File: config.mk
export PLATFORM = sky130hd
export DESIGN_NAME = fifo_session_ctrl_flat
export DESIGN_NICKNAME = d
export VERILOG_FILES = /design/src/rtl/fifo_session_ctrl_if.sv /design/src/rtl/fifo_session_ctrl.sv /design/src/flat_wrapper.sv
export SDC_FILE = /design/constraint.sdc
export NUM_CORES = 1
export LEC_CHECK = 0
export ABC_AREA = 1
export BUFFER_PORTS_ARGS = -buffer_cell sky130_fd_sc_hd__buf_2
export CORE_ASPECT_RATIO = 1.75
export CORE_MARGIN = 4
export CORE_UTILIZATION = 39
export DETAILED_ROUTE_END_ITERATION = 8
export PLACE_DENSITY = 0.75
export SLEW_MARGIN = 0
export SYNTH_ARGS = -nofsm -noshare
export SYNTH_HDL_FRONTEND = slang
export SYNTH_SLANG_ARGS = --single-unit
export TNS_END_PERCENT = 100
File: constraint.sdc
create_clock -name clk -period 1.4 [get_ports clk]
set_clock_uncertainty 0.15 [all_clocks]
set_input_delay 0.21 -clock clk [delete_from_list [all_inputs] [get_ports clk]]
set_output_delay 0.21 -clock clk [all_outputs]
set_load 0.05 [all_outputs]
File: src/rtl/fifo_session_ctrl_if.sv
// Requester, read-back and FIFO handshake bundle for fifo_session_ctrl.
// The slave modport is the controller; master is the requesters plus FIFO.
interface fifo_session_ctrl_if;
  logic       req0, req1;
  logic       vld0, vld1;
  logic       last0, last1;
  logic [7:0] char0, char1;
  logic       gnt0, gnt1;
  logic       take0, take1;
  logic [7:0] rd_data;
  logic       rd_vld0, rd_vld1;
  logic       done0, done1;
  logic       ovf0, ovf1;
  logic       ready_fifo;
  logic [7:0] fifo_char;
  logic       valid_fifo, done_fifo;
  logic [7:0] people_thing_out;

  modport slave (
    input  req0, req1, vld0, vld1, last0, last1, char0, char1,
    input  valid_fifo, done_fifo, people_thing_out,
    output gnt0, gnt1, take0, take1, rd_data, rd_vld0, rd_vld1,
    output done0, done1, ovf0, ovf1, ready_fifo, fifo_char
  );

  modport master (
    output req0, req1, vld0, vld1, last0, last1, char0, char1,
    output valid_fifo, done_fifo, people_thing_out,
    input  gnt0, gnt1, take0, take1, rd_data, rd_vld0, rd_vld1,
    input  done0, done1, ovf0, ovf1, ready_fifo, fifo_char
  );
endinterface

File: src/rtl/fifo_session_ctrl.sv
// Round-robin session arbiter that sequences the letter FIFO handshake
// (start, write, terminate, read back) and sanitises the write stream.
module fifo_session_ctrl #(
  parameter int MAX_LEN = 15
) (
  input  logic               clk,
  input  logic               rst,
  fifo_session_ctrl_if.slave bus
);
  localparam logic [2:0] IDLE  = 3'd0;
  localparam logic [2:0] START = 3'd1;
  localparam logic [2:0] WRITE = 3'd2;
  localparam logic [2:0] TERM  = 3'd3;
  localparam logic [2:0] READ  = 3'd4;

  localparam logic [3:0] MAX_CNT = 4'(MAX_LEN);
  localparam logic [7:0] TERM_CHAR = 8'h24;

  logic [2:0] state_reg, state_next;
  logic       sel_reg, sel_next;
  logic       last_gnt_reg, last_gnt_next;
  logic [3:0] count_reg, count_next;
  logic       ovf_reg, ovf_next;
  logic [7:0] fifo_char_next;

  logic [1:0] req_v, vld_v, last_v;
  logic       cur_vld, cur_last, cur_letter, winner;
  logic [7:0] cur_char;

  assign req_v  = {bus.req1, bus.req0};
  assign vld_v  = {bus.vld1, bus.vld0};
  assign last_v = {bus.last1, bus.last0};

  assign cur_vld    = vld_v[sel_reg];
  assign cur_last   = last_v[sel_reg];
  assign cur_char   = sel_reg ? bus.char1 : bus.char0;
  assign cur_letter = (cur_char >= 8'h41) && (cur_char <= 8'h5A);

  // On a tie the requester that was not served last wins.
  assign winner = (&req_v) ? ~last_gnt_reg : req_v[1];

  always_comb begin
    state_next     = state_reg;
    sel_next       = sel_reg;
    last_gnt_next  = last_gnt_reg;
    count_next     = count_reg;
    ovf_next       = ovf_reg;
    fifo_char_next = 8'h00;
    case (state_reg)
      IDLE: begin
        if (|req_v) begin
          sel_next      = winner;
          last_gnt_next = winner;
          state_next    = START;
        end
      end
      START: begin
        count_next = 4'd0;
        ovf_next   = 1'b0;
        state_next = WRITE;
      end
      WRITE: begin
        if (cur_vld) begin
          // A user '$' is blanked so only TERM can close the write phase.
          if (cur_char == TERM_CHAR) begin
            fifo_char_next = 8'h00;
          end else if (cur_letter) begin
            if (count_reg < MAX_CNT) begin
              fifo_char_next = cur_char;
              count_next     = count_reg + 4'd1;
            end else begin
              ovf_next = 1'b1;
            end
          end else begin
            fifo_char_next = cur_char;
          end
          if (cur_last) begin
            state_next = TERM;
          end
        end
      end
      TERM: begin
        fifo_char_next = TERM_CHAR;
        state_next     = READ;
      end
      READ: begin
        if (bus.done_fifo) begin
          state_next = IDLE;
        end
      end
      default: state_next = IDLE;
    endcase
  end

  always_ff @(posedge clk) begin
    if (rst) begin
      state_reg    <= IDLE;
      sel_reg      <= 1'b0;
      last_gnt_reg <= 1'b1;
      count_reg    <= 4'd0;
      ovf_reg      <= 1'b0;
    end else begin
      state_reg    <= state_next;
      sel_reg      <= sel_next;
      last_gnt_reg <= last_gnt_next;
      count_reg    <= count_next;
      ovf_reg      <= ovf_next;
    end
  end

  logic       in_session, in_write, in_read;
  logic [1:0] gnt_v, take_v, rd_vld_v, done_v, ovf_v;

  assign in_session = (state_reg != IDLE);
  assign in_write   = (state_reg == WRITE);
  assign in_read    = (state_reg == READ);

  genvar gi;
  generate
    for (gi = 0; gi < 2; gi++) begin : g_req
      assign gnt_v[gi]    = in_session && (sel_reg == 1'(gi));
      assign take_v[gi]   = gnt_v[gi] && in_write;
      assign rd_vld_v[gi] = gnt_v[gi] && in_read && bus.valid_fifo;
      assign done_v[gi]   = gnt_v[gi] && in_read && bus.done_fifo;
      assign ovf_v[gi]    = done_v[gi] && ovf_reg;
    end
  endgenerate

  assign bus.gnt0       = gnt_v[0];
  assign bus.gnt1       = gnt_v[1];
  assign bus.take0      = take_v[0];
  assign bus.take1      = take_v[1];
  assign bus.rd_vld0    = rd_vld_v[0];
  assign bus.rd_vld1    = rd_vld_v[1];
  assign bus.done0      = done_v[0];
  assign bus.done1      = done_v[1];
  assign bus.ovf0       = ovf_v[0];
  assign bus.ovf1       = ovf_v[1];
  assign bus.rd_data    = in_read ? bus.people_thing_out : 8'h00;
  assign bus.ready_fifo = (state_reg == START);
  assign bus.fifo_char  = fifo_char_next;
endmodule
File: src/flat_wrapper.sv
// flat-port wrapper written by rule: the top's interface ports become plain ports
module fifo_session_ctrl_flat 
#(
  parameter int MAX_LEN = 15
)
  (clk, rst, bus_req0, bus_req1, bus_vld0, bus_vld1, bus_last0, bus_last1, bus_char0, bus_char1, bus_valid_fifo, bus_done_fifo, bus_people_thing_out, bus_gnt0, bus_gnt1, bus_take0, bus_take1, bus_rd_data, bus_rd_vld0, bus_rd_vld1, bus_done0, bus_done1, bus_ovf0, bus_ovf1, bus_ready_fifo, bus_fifo_char);
  fifo_session_ctrl_if bus_i ();
  input  logic clk;
  input  logic rst;
  input wire logic [$bits(bus_i.req0)-1:0] bus_req0;
  input wire logic [$bits(bus_i.req1)-1:0] bus_req1;
  input wire logic [$bits(bus_i.vld0)-1:0] bus_vld0;
  input wire logic [$bits(bus_i.vld1)-1:0] bus_vld1;
  input wire logic [$bits(bus_i.last0)-1:0] bus_last0;
  input wire logic [$bits(bus_i.last1)-1:0] bus_last1;
  input wire logic [$bits(bus_i.char0)-1:0] bus_char0;
  input wire logic [$bits(bus_i.char1)-1:0] bus_char1;
  input wire logic [$bits(bus_i.valid_fifo)-1:0] bus_valid_fifo;
  input wire logic [$bits(bus_i.done_fifo)-1:0] bus_done_fifo;
  input wire logic [$bits(bus_i.people_thing_out)-1:0] bus_people_thing_out;
  output wire logic [$bits(bus_i.gnt0)-1:0] bus_gnt0;
  output wire logic [$bits(bus_i.gnt1)-1:0] bus_gnt1;
  output wire logic [$bits(bus_i.take0)-1:0] bus_take0;
  output wire logic [$bits(bus_i.take1)-1:0] bus_take1;
  output wire logic [$bits(bus_i.rd_data)-1:0] bus_rd_data;
  output wire logic [$bits(bus_i.rd_vld0)-1:0] bus_rd_vld0;
  output wire logic [$bits(bus_i.rd_vld1)-1:0] bus_rd_vld1;
  output wire logic [$bits(bus_i.done0)-1:0] bus_done0;
  output wire logic [$bits(bus_i.done1)-1:0] bus_done1;
  output wire logic [$bits(bus_i.ovf0)-1:0] bus_ovf0;
  output wire logic [$bits(bus_i.ovf1)-1:0] bus_ovf1;
  output wire logic [$bits(bus_i.ready_fifo)-1:0] bus_ready_fifo;
  output wire logic [$bits(bus_i.fifo_char)-1:0] bus_fifo_char;
  assign bus_i.req0 = bus_req0;
  assign bus_i.req1 = bus_req1;
  assign bus_i.vld0 = bus_vld0;
  assign bus_i.vld1 = bus_vld1;
  assign bus_i.last0 = bus_last0;
  assign bus_i.last1 = bus_last1;
  assign bus_i.char0 = bus_char0;
  assign bus_i.char1 = bus_char1;
  assign bus_i.valid_fifo = bus_valid_fifo;
  assign bus_i.done_fifo = bus_done_fifo;
  assign bus_i.people_thing_out = bus_people_thing_out;
  assign bus_gnt0 = bus_i.gnt0;
  assign bus_gnt1 = bus_i.gnt1;
  assign bus_take0 = bus_i.take0;
  assign bus_take1 = bus_i.take1;
  assign bus_rd_data = bus_i.rd_data;
  assign bus_rd_vld0 = bus_i.rd_vld0;
  assign bus_rd_vld1 = bus_i.rd_vld1;
  assign bus_done0 = bus_i.done0;
  assign bus_done1 = bus_i.done1;
  assign bus_ovf0 = bus_i.ovf0;
  assign bus_ovf1 = bus_i.ovf1;
  assign bus_ready_fifo = bus_i.ready_fifo;
  assign bus_fifo_char = bus_i.fifo_char;
  fifo_session_ctrl #(.MAX_LEN(MAX_LEN)) u_core (.clk(clk), .rst(rst), .bus(bus_i));
endmodule
==> results.cfg <==
[critical_path]
startpoint_type = flip-flop
crit_chain = buf_12 -> nand2_1 -> o21ai_4 -> nand2_1 -> nor2_4 -> nand2_2 -> nand2_1 -> o31ai_4 -> buf_6
r2r-start = u_core.sel_reg$_SDFFE_PP0P_
critPathCaptureType = output pin
endpoint = bus_fifo_char[2]
cp_num_cells = 9
cp.buffers_inverters = 2
cpPeakStageDelay_ps = 370
worstSetupPathType = reg -> out
worstPathArrival_ps = 1950
r2r-end = u_core.count_reg[3]$_SDFFE_PP0P_
crit_start = u_core.sel_reg$_SDFFE_PP0P_
crit_path_max_fanout = 7
reg2reg_depth = 12
crit_path_top_delay_cell = dfxtp_4
worstPathRequired_ps = 1040
path_delay_family = simple AND/OR/NAND/NOR gates
rrSetupSlack_ps = -700
cpMostUsedCell = nand2_1

[clocking]
clock_tree.root_cell = clkbuf_8
cts_max_path_buffers = 2
cts_max_level = 1
path_clk_slew_ps = 50
cts_hold_buf = 0
clkLatencyLatePin_ps = 240
cts_tree = yes
clock_sinks = 10
cts_buffers = 3

[sta]
min_period_ps = 2310
post-route-period-util = 1.65
hold_viol = 0
fin_hold_ws_ps = 74.0
drv_slew = 0
tightest_slew_ps = 384
timing.fmax_mhz = 433
fin_ws_ps = -911
setup_viol = 37
slew_headroom = 0.743
rsz0062_at_grt = yes

[run]
maxCapViolCount = 0

[logic_synthesis]
ys_seq_area_frac = 0.188
yosysWarnings = 0
synth_nets = 223
ys_types = 29
ys_seq_elements = 10
syn-mean-instance-area_sq_um = 5.66
netlist_area_sq_mm = 0.00106
syn_inst = 188

[pwr]
vdd_drop_max_mv = 1.06
p_leak_nw = 1.21
powerDensity_mw_per_mm2 = 1140
power_mw = 2.84

[grt]
grt_overflow_total = 0
antenna_found_initial = 0
grt_max_degree = 14
grt_pass1_vias = 1878
grt_usage = 0.318
grt_pass1_wl_um = 8380

[floorplan]
fp.dieW_um = 47.5
initial_core_util = 0.417
coreArea_sq_mm = 0.00255
die_h_um = 77.1
boundaryPins = 61
die-area_sq_mm = 0.00366
rows = 24

[status]
status = finished, violations left
violations = setup timing

[routing]
final_antenna_net_count = 0
wl_per_cell_um = 26.1
vias_per_cell = 6.45
via_count = 2065
drt-initial-drc-count = 223
first_pass_iters = 7
drc = 0
drt-total-wl_um = 8350

[finish]
postLayoutCellArea_sq_mm = 0.00249
largest_reg_flops = 4
drive_gt1_frac = 0.677
fin_nets = 330
fill_cells = 37
area_growth_pct = 134
diodes = 0

[placed_design]
place_congestion = 0.804
place_area_sq_mm = 0.00194
dp_hpwl_um = 3080
io_buffers = 60

[hold_path]
min-delay-path-class = in -> reg
==> worst register-to-register path: stages, from the launching register on <==
cell and delay, ps:
dfxtp_4 370, clkbuf_16 170, buf_6 130, o21ai_4 250, buf_4 190, inv_2 60
nand2_1 100, nand2_1 70, a21oi_2 180, nand2_1 80, nand3_1 90, nand2_1 90
nor2_2 110
==> routing by layer <==
layer | routed length (um) | global-route usage | vias up
met5 | 0 | 0 | -
met3 | 1130 | 0.0422 | 102
met2 | 4040 | 0.617 | 248
met1 | 2220 | 0.251 | 914
met4 | 961 | 0.205 | 0
li1 | - | - | 801
==> how the worst min path moves through the flow <==
stage / startpoint / to / cells after the start
finish: rst / u_core.sel_reg$_SDFFE_PP0P_ / 2
global route: rst / u_core.sel_reg$_SDFFE_PP0P_ / 2
global placement: rst / u_core.state_reg[1]$_SDFFE_PP0P_ / 2
CTS: rst / u_core.sel_reg$_SDFFE_PP0P_ / 2
floorplan: rst / u_core.sel_reg$_SDFFE_PP0P_ / 1
detailed placement: rst / u_core.state_reg[2]$_SDFFE_PP0P_ / 2
==> metrics by stage <==
| step | utilization | setup slack, ps | TNS (ps) | std cells |
|---|---|---|---|---|
| 2_1_floorplan | - | -481 | -5590 | 188 |
| 3_3_place_gp | 0.761 | -537 | -6690 | 308 |
| 3_5_place_dp | 0.761 | -606 | -7630 | 308 |
| 4_1_cts | 0.903 | -718 | -11520 | 315 |
| 5_1_grt | 0.976 | -953 | -18710 | 320 |
| 6_report | 0.976 | -911 | -16970 | 320 |
==> logic make-up after synthesis <==
group / after synthesis / synth area share
XOR/XNOR: 1 / 0.00824
AO/OA/AOI/OAI: 13 / 0.0812
buffers and inverters: 42 / 0.168
AND/OR/NAND/NOR: 121 / 0.542
flip-flops: 10 / 0.188
adder cells (fa/ha/maj): 1 / 0.0118
==> cell usage in the layout, fill, tap and decap left out, types with 4 or more instances in the layout <==
cell type,synthesis,final
buf_12,0,4
buf_2,0,33
buf_4,1,34
buf_6,2,30
buf_8,0,4
clkbuf_8,0,4
dfxtp_1,10,6
inv_1,32,29
inv_2,5,4
inv_4,1,4
nand2_1,53,36
nand2_2,4,17
nand2_4,1,5
nand3_1,13,8
nand3_2,0,4
nand4_1,4,4
nor2_1,27,8
nor2_2,2,4
nor2_4,1,18
nor3_4,0,8
o21ai_4,0,4
==> cells in the mapped netlist, drive strengths merged <==
library cell / number / area share
nand3: 15 / 0.094
a21oi: 5 / 0.027
nor3b: 1 / 0.0071
dfxtp: 10 / 0.19
nor3: 9 / 0.042
nor4: 2 / 0.012
xor2: 1 / 0.0082
clkbuf: 1 / 0.0035
or2: 1 / 0.0059
nand2: 58 / 0.22
nor2: 31 / 0.14
nand4: 4 / 0.024
buf: 3 / 0.028
inv: 38 / 0.14
ha: 1 / 0.012
o31ai: 1 / 0.0071
o21ai: 7 / 0.047
==> repair_timing <==
item                                    in CTS  in global routing
pin swaps                                    9                 18
cloned                                       0                  1
endpoints found under the setup margin      34                 35
gates resized for setup                     87                 38
buffers inserted                             3                  5
==> power breakdown <==
group          leakage (nW)  total [mW]  switching, mW  internal (mW)
clock                0.0288       0.365          0.117          0.247
sequential           0.0846       0.437         0.0791          0.358
combinational          1.09        2.03           1.23          0.808
total                  1.21        2.84           1.42           1.41
==> area by class of cell <==
class | count | area, sq um | area share
Multi-Input combinational cell | 136 | 1110 | 0.446
Sequential cell | 10 | 213 | 0.0853
Tap cell | 26 | 32.5 | 0.0131
Clock buffer | 4 | 55.1 | 0.0221
Timing Repair Buffer | 106 | 923 | 0.370
Inverter | 38 | 158 | 0.0633
(Power assumes the default switching activity.)
